### config.mk
export PLATFORM = sky130hd
export DESIGN_NAME = modulador_pwm_multi
export DESIGN_NICKNAME = d
export VERILOG_FILES = /design/src/rtl/modulador_pwm_multi.sv
export SDC_FILE = /design/constraint.sdc
export NUM_CORES = 1
export LEC_CHECK = 0
export ABC_AREA = 1
export BUFFER_PORTS_ARGS = -buffer_cell sky130_fd_sc_hd__buf_2
export CORE_UTILIZATION = 48
export DETAILED_ROUTE_END_ITERATION = 6
export PLACE_DENSITY_LB_ADDON = 0.1
export SLEW_MARGIN = 20
export SYNTH_ARGS = -nofsm -noshare
export SYNTH_HDL_FRONTEND = slang
export SYNTH_SLANG_ARGS = --single-unit
### constraint.sdc
create_clock -name clk -period 3.9 [get_ports clk]
set_input_delay 0.78 -clock clk [delete_from_list [all_inputs] [get_ports clk]]
set_output_delay 0.78 -clock clk [all_outputs]
set_load 0.01 [all_outputs]
### src/rtl/modulador_pwm_multi.sv
// rtl/modulador_pwm_multi.sv - N-channel carrier-based PWM modulator with dead-time gate pairs
//
// Purpose:
//   Compares each channel's signed reference against a phase-interleaved
//   triangular carrier and drives a complementary {high, low} gate pair.
//   Each pair passes through a dead-time FSM so that both gates are never on
//   at the same time. References go through shadow registers that are only
//   loaded at the carrier period start, so a reference update never produces
//   a runt pulse in the middle of a period.
//
// Ports:
//   clk   in   1        system clock
//   rst   in   1        synchronous active-high reset
//   en    in   1        output enable, 0 forces every gate off
//   mod   in   NCH*DW   signed references, channel k at mod[k*DW +: DW]
//   out   out  2*NCH    gate pairs, out[2k+1] high side k, out[2k] low side k
//   sync  out  1        one-cycle pulse at the start of each carrier period

module modulador_pwm_multi #(
    parameter int DW    = 8,
    parameter int NCH   = 3,
    parameter int DEAD  = 2,
    parameter int PRESC = 1
) (
    input  logic              clk,
    input  logic              rst,
    input  logic              en,
    input  logic [NCH*DW-1:0] mod,
    output logic [2*NCH-1:0]  out,
    output logic              sync
);

    localparam int PW  = DW + 1;
    localparam int PSW = (PRESC > 1) ? $clog2(PRESC) : 1;
    localparam int CW  = (DEAD > 0) ? $clog2(DEAD + 1) : 1;
    // Phase spacing between adjacent channels
    localparam int STEP = (2 ** PW) / NCH;

    typedef enum logic [1:0] {
        ST_DT = 2'd0,
        ST_HI = 2'd1,
        ST_LO = 2'd2
    } state_t;

    // ------------------------------------------------------------------
    // Prescaler and master phase counter
    // ------------------------------------------------------------------
    logic [PSW-1:0] presc;
    logic [PW-1:0]  ph;
    logic           tick;
    logic           start;

    // A tick is pending whenever the prescaler sits at zero; this makes the
    // very first cycle after reset a period start.
    assign tick  = (presc == '0);
    assign start = tick && (ph == '0);

    always_ff @(posedge clk) begin
        if (rst) begin
            presc <= '0;
        end else if (presc == PSW'(PRESC - 1)) begin
            presc <= '0;
        end else begin
            presc <= presc + 1'b1;
        end
    end

    always_ff @(posedge clk) begin
        if (rst) begin
            ph <= '0;
        end else if (tick) begin
            ph <= ph + 1'b1;
        end
    end

    // Gated with rst so the pulse stays low while reset is held, even though
    // the counters already sit at the period-start value.
    assign sync = start && !rst;

    // ------------------------------------------------------------------
    // Per-channel carrier, shadow, comparator and dead-time FSM
    // ------------------------------------------------------------------
    for (genvar k = 0; k < NCH; k++) begin : g_ch
        localparam logic [PW-1:0] KOFS = PW'(k * STEP);

        logic [PW-1:0] ph_k;
        logic [DW-1:0] carrier;
        logic [DW-1:0] sh;
        logic          cmd;
        state_t        st_q;
        state_t        st_d;
        logic [CW-1:0] cnt_q;
        logic [CW-1:0] cnt_d;
        logic [1:0]    pair_q;
        logic [1:0]    pair_d;

        assign ph_k = ph + KOFS;

        // Upper half of the phase counts down, giving a symmetric triangle
        assign carrier = ph_k[DW] ? ~ph_k[DW-1:0] : ph_k[DW-1:0];

        // Shadow holds the reference in offset binary (MSB inverted) so the
        // comparison against the unsigned carrier is a plain magnitude test.
        always_ff @(posedge clk) begin
            if (rst) begin
                sh <= {1'b1, {(DW-1){1'b0}}};
            end else if (start) begin
                sh <= {~mod[k*DW + DW - 1], mod[k*DW +: DW-1]};
            end
        end

        // Uses the shadow value of the current cycle, so a load in the same
        // cycle only affects the command one cycle later.
        always_ff @(posedge clk) begin
            if (rst) begin
                cmd <= 1'b0;
            end else begin
                cmd <= (sh > carrier);
            end
        end

        // State register; the gate pair is registered alongside the state so
        // the outputs come straight from flops.
        always_ff @(posedge clk) begin
            if (rst) begin
                st_q   <= ST_DT;
                cnt_q  <= CW'(DEAD);
                pair_q <= 2'b00;
            end else begin
                st_q   <= st_d;
                cnt_q  <= cnt_d;
                pair_q <= pair_d;
            end
        end

        // Next-state logic. The dead-time exit target is taken from cmd at
        // the moment of exit, so a command pulse shorter than the dead time
        // is swallowed instead of producing a sliver on the other side.
        always_comb begin
            st_d  = st_q;
            cnt_d = cnt_q;
            if (!en) begin
                st_d  = ST_DT;
                cnt_d = CW'(DEAD);
            end else begin
                case (st_q)
                    ST_HI: begin
                        if (!cmd) begin
                            if (DEAD == 0) begin
                                st_d = ST_LO;
                            end else begin
                                st_d  = ST_DT;
                                cnt_d = CW'(DEAD);
                            end
                        end
                    end
                    ST_LO: begin
                        if (cmd) begin
                            if (DEAD == 0) begin
                                st_d = ST_HI;
                            end else begin
                                st_d  = ST_DT;
                                cnt_d = CW'(DEAD);
                            end
                        end
                    end
                    default: begin
                        // The cycle holding a count of 1 is the last dead
                        // cycle; a count of 0 only occurs with no dead time.
                        if (cnt_q <= CW'(1)) begin
                            st_d  = cmd ? ST_HI : ST_LO;
                            cnt_d = CW'(DEAD);
                        end else begin
                            cnt_d = cnt_q - 1'b1;
                        end
                    end
                endcase
            end
        end

        // Output decode from the next state; 2'b11 is not reachable
        always_comb begin
            pair_d = 2'b00;
            case (st_d)
                ST_HI:   pair_d = 2'b10;
                ST_LO:   pair_d = 2'b01;
                default: pair_d = 2'b00;
            endcase
        end

        assign out[2*k +: 2] = pair_q;
    end

endmodule

==> results.sh <==
export IMPL_synth_most_common_cell="nand2_1"
export IMPL_outcome="finished clean"
export IMPL_final_min_period_over_clock_period_pct=69.59
export IMPL_io_buffers=33
export IMPL_syn_to_final_growth_pct=10.16
export IMPL_synth_ff_type="dfxtp_1"
export IMPL_setup_violations=0
export IMPL_worst_setup_path_end_kind="output pin"
export IMPL_post_cts_repair_setup_buffers=0
export IMPL_drt_wirelength_per_cell_microns=12.01
export IMPL_antenna_found_initial=0
export IMPL_p_leak_nw=1.898
export IMPL_htreeDepth=2
export IMPL_p_seq_share_pct=49.1
export IMPL_max_freq_ghz=0.3685
export IMPL_drt_pass1_iterations=4
export IMPL_placed_cell_area_sq_um=3558
export IMPL_via_count=3003
export IMPL_worstSkewPairLatency_ps=310
export IMPL_ys_types=32
export IMPL_vias_per_cell=5.005
export IMPL_r2r_setup_slack_ps=1580
export IMPL_grt_pass1_vias=2819
export IMPL_relSlewSlack_pct=56.40
export IMPL_synth_cells=489
export IMPL_drtAntennaViolNets=0
export IMPL_drv_cap=0
export IMPL_numCtsBuffers=5
export IMPL_cp_data_arrival_time_ps=1930
export IMPL_clkPwrFrac_pct=34.8
export IMPL_critPathLaunchType="flop"
export IMPL_final_cells=600
export IMPL_rsz0062_at_grt="false"
export IMPL_die_y_microns=85.55
export IMPL_grt_pass1_wl_microns=12680
export IMPL_final_util_pct=54.63
export IMPL_synthArstFlopShare_pct=0
export IMPL_slew_viol_final=0
export IMPL_synth_edff_count=0
export IMPL_clockBufferDepth=2
export IMPL_yosys_register_bits=55
export IMPL_rr_endpoint="g_ch[2].cmd"
export IMPL_yosys_area_top_type="dfxtp_1"
export IMPL_p_sw_mw=0.3376
export IMPL_cts_resized=0
export IMPL_powerDensity_nw_per_um2=347.1
export IMPL_syn_nets=552
export IMPL_drive_above_1_share_pct=10.38
export IMPL_yosys_area_top_type_share_pct=32.86
export IMPL_hold_viol=0
export IMPL_gr_total_overflow=0
export IMPL_worstSetupPathType="flop to output pin"
export IMPL_synthTopCellsByArea="dfxtp_1, nand2_1, ha_1"
export IMPL_cts_hold_buffers=0
export IMPL_dp_cells=592
export IMPL_path_clk_slew_ps=100
export IMPL_min_from="g_ch[1].cnt_q[0]"
export IMPL_initial_core_util_pct=49.59
export IMPL_ys_seq_area_share_pct=32.86
export IMPL_finalSetupTns_ps=0
export IMPL_p_int_mw=0.9436
export IMPL_fin_area_sq_um=3691
export IMPL_hpwl_microns=5371
export IMPL_n_antenna_cell=0
export IMPL_place_congestion=0.8851
export IMPL_track_usage_pct=21.47
export IMPL_nets=582
export IMPL_ys_warn_count=0
export IMPL_ioPinCount=34
export IMPL_peakVddDrop_mv=0.1445
export IMPL_worst_pin_slew_ps=649.4
export IMPL_clock_skew_ps=3.689
export IMPL_rows=30
export IMPL_drc_errors=0
export IMPL_synth_area_sq_um=3351
export IMPL_critical_path_max_fanout=8
export IMPL_avgSynthCellArea_sq_um=6.852
export IMPL_hold_end="g_ch[1].cnt_q[0]"
export IMPL_fp_dieW_microns=85.55
export IMPL_hold_depth=2
export IMPL_core_area_sq_um=6756
export IMPL_cp_common_cell="nand2_1"
export IMPL_grt_max_degree=38
export IMPL_wirelength_microns=7203
export IMPL_r2r_cells=13
export IMPL_crit_chain="inv_1 -> ha_1 -> nand2_1 -> nor3_1 -> nand2_1 -> nor2_1 -> buf_2"
export IMPL_reg2reg_from="ph[5]"
export IMPL_switching_share_pct=26.35
export IMPL_yosys_top_cells_count="nand2_1, nor2_1, dfxtp_1"
export IMPL_drtIter0Drc=96
export IMPL_clockRootBuffer="clkbuf_8"
export IMPL_layout_min_cycle_time_ps=2714
export IMPL_required_ps=3120
export IMPL_clock_sinks=55
export IMPL_die_area_sq_um=7319
export IMPL_cpMaxStageDelayCell="dfxtp_1"
export IMPL_slowest_delay_ps=360
export IMPL_power_frac_comb_pct=16.1
export IMPL_startpoint="ph[3]"
export IMPL_cts_tree="yes"
export IMPL_min_path_type="flop to flop"
==> layer usage <==
metal / GRT usage (%) / part of all wire, % / up-vias / routed length (microns)
met5: 0 / 0 / - / 0
met4: 5.000 / 1.2 / 0 / 83
met1: 27.07 / 49 / 1330 / 3500
met2: 38.69 / 48 / 35 / 3436
met3: 3.080 / 2.5 / 7 / 182
li1: - / - / 1631 / -
==> stage by stage <==
step                      total power [mW]  hold slack, ps  worst slack, ps
after floorplan                     0.7904           426.1             1807
after global placement              0.8426           437.7             1573
after detailed placement            0.8495           445.3             1555
after CTS                            1.299           460.8             1200
after global routing                 1.358           488.8            990.9
final                                1.281           452.2             1186
==> layout by cell type (no fill, tap or decap), types with 5 or more instances in the layout <==
cell      netlist  final
a21oi_1        25     25
xnor2_1         6      6
nand2_1       130    130
inv_1          48     48
buf_2           4     33
o21ai_0        34     34
nand4_1         5      5
clkbuf_8        0      5
nand3_1        40     40
xor2_1          5      5
ha_1           36     36
dfxtp_1        55     55
nor2_1         61     61
==> cell families (layout without fill, tap and decap cells) <==
family	after synthesis	count (layout)	share of synthesized area [%]
simple gates	252	252	31.40
compound gates	68	68	10.72
buf+inv	65	96	8.103
flops	55	55	32.86
fa+ha+maj	36	36	13.44
xor+xnor	12	12	3.361
other cells	1	1	0.1119
==> flip-flops by register name, indices dropped and copies added, names as in the netlist <==
register     count
g_ch.cmd         3
presc            1
g_ch.sh         24
g_ch.pair_q      6
ph               9
g_ch.st_q        6
g_ch.cnt_q       6
==> worst max-delay path: cells and delay by family (launching register included) <==
family	cells	cell delay, ps
buf+inv	2	320
simple gates	4	740
flops	1	360
fa+ha+maj	1	200
==> power by group through the flow <==
stage | Clock (mW) | Combinational, mW | Sequential (mW)
after floorplan | 0 | 0.155 | 0.635
after global placement | 0 | 0.201 | 0.642
after detailed placement | 0 | 0.208 | 0.642
after CTS | 0.461 | 0.209 | 0.629
after global routing | 0.478 | 0.246 | 0.634
final | 0.446 | 0.207 | 0.629
==> layout make-up <==
class	count	area, sq um
Inverter	53	198.9
Fill cell	678	3065
Multi-Input combinational cell	369	1978
Clock inverter	2	60.06
Sequential cell	55	1101
Tap cell	80	100.1
Clock buffer	6	72.57
Timing Repair Buffer	35	180.2
==> how the worst max path moves through the flow <==
| stage | end | slack (ps) | cells after the start |
|---|---|---|---|
| 6_report | sync | 1190 | 7 |
| 5_1_grt | sync | 990 | 7 |
| 4_1_cts | sync | 1200 | 7 |
| 3_5_place_dp | sync | 1550 | 7 |
| 3_3_place_gp | sync | 1570 | 7 |
| 2_1_floorplan | sync | 1810 | 6 |
No activity file was read; power rests on OpenSTA's default activity.
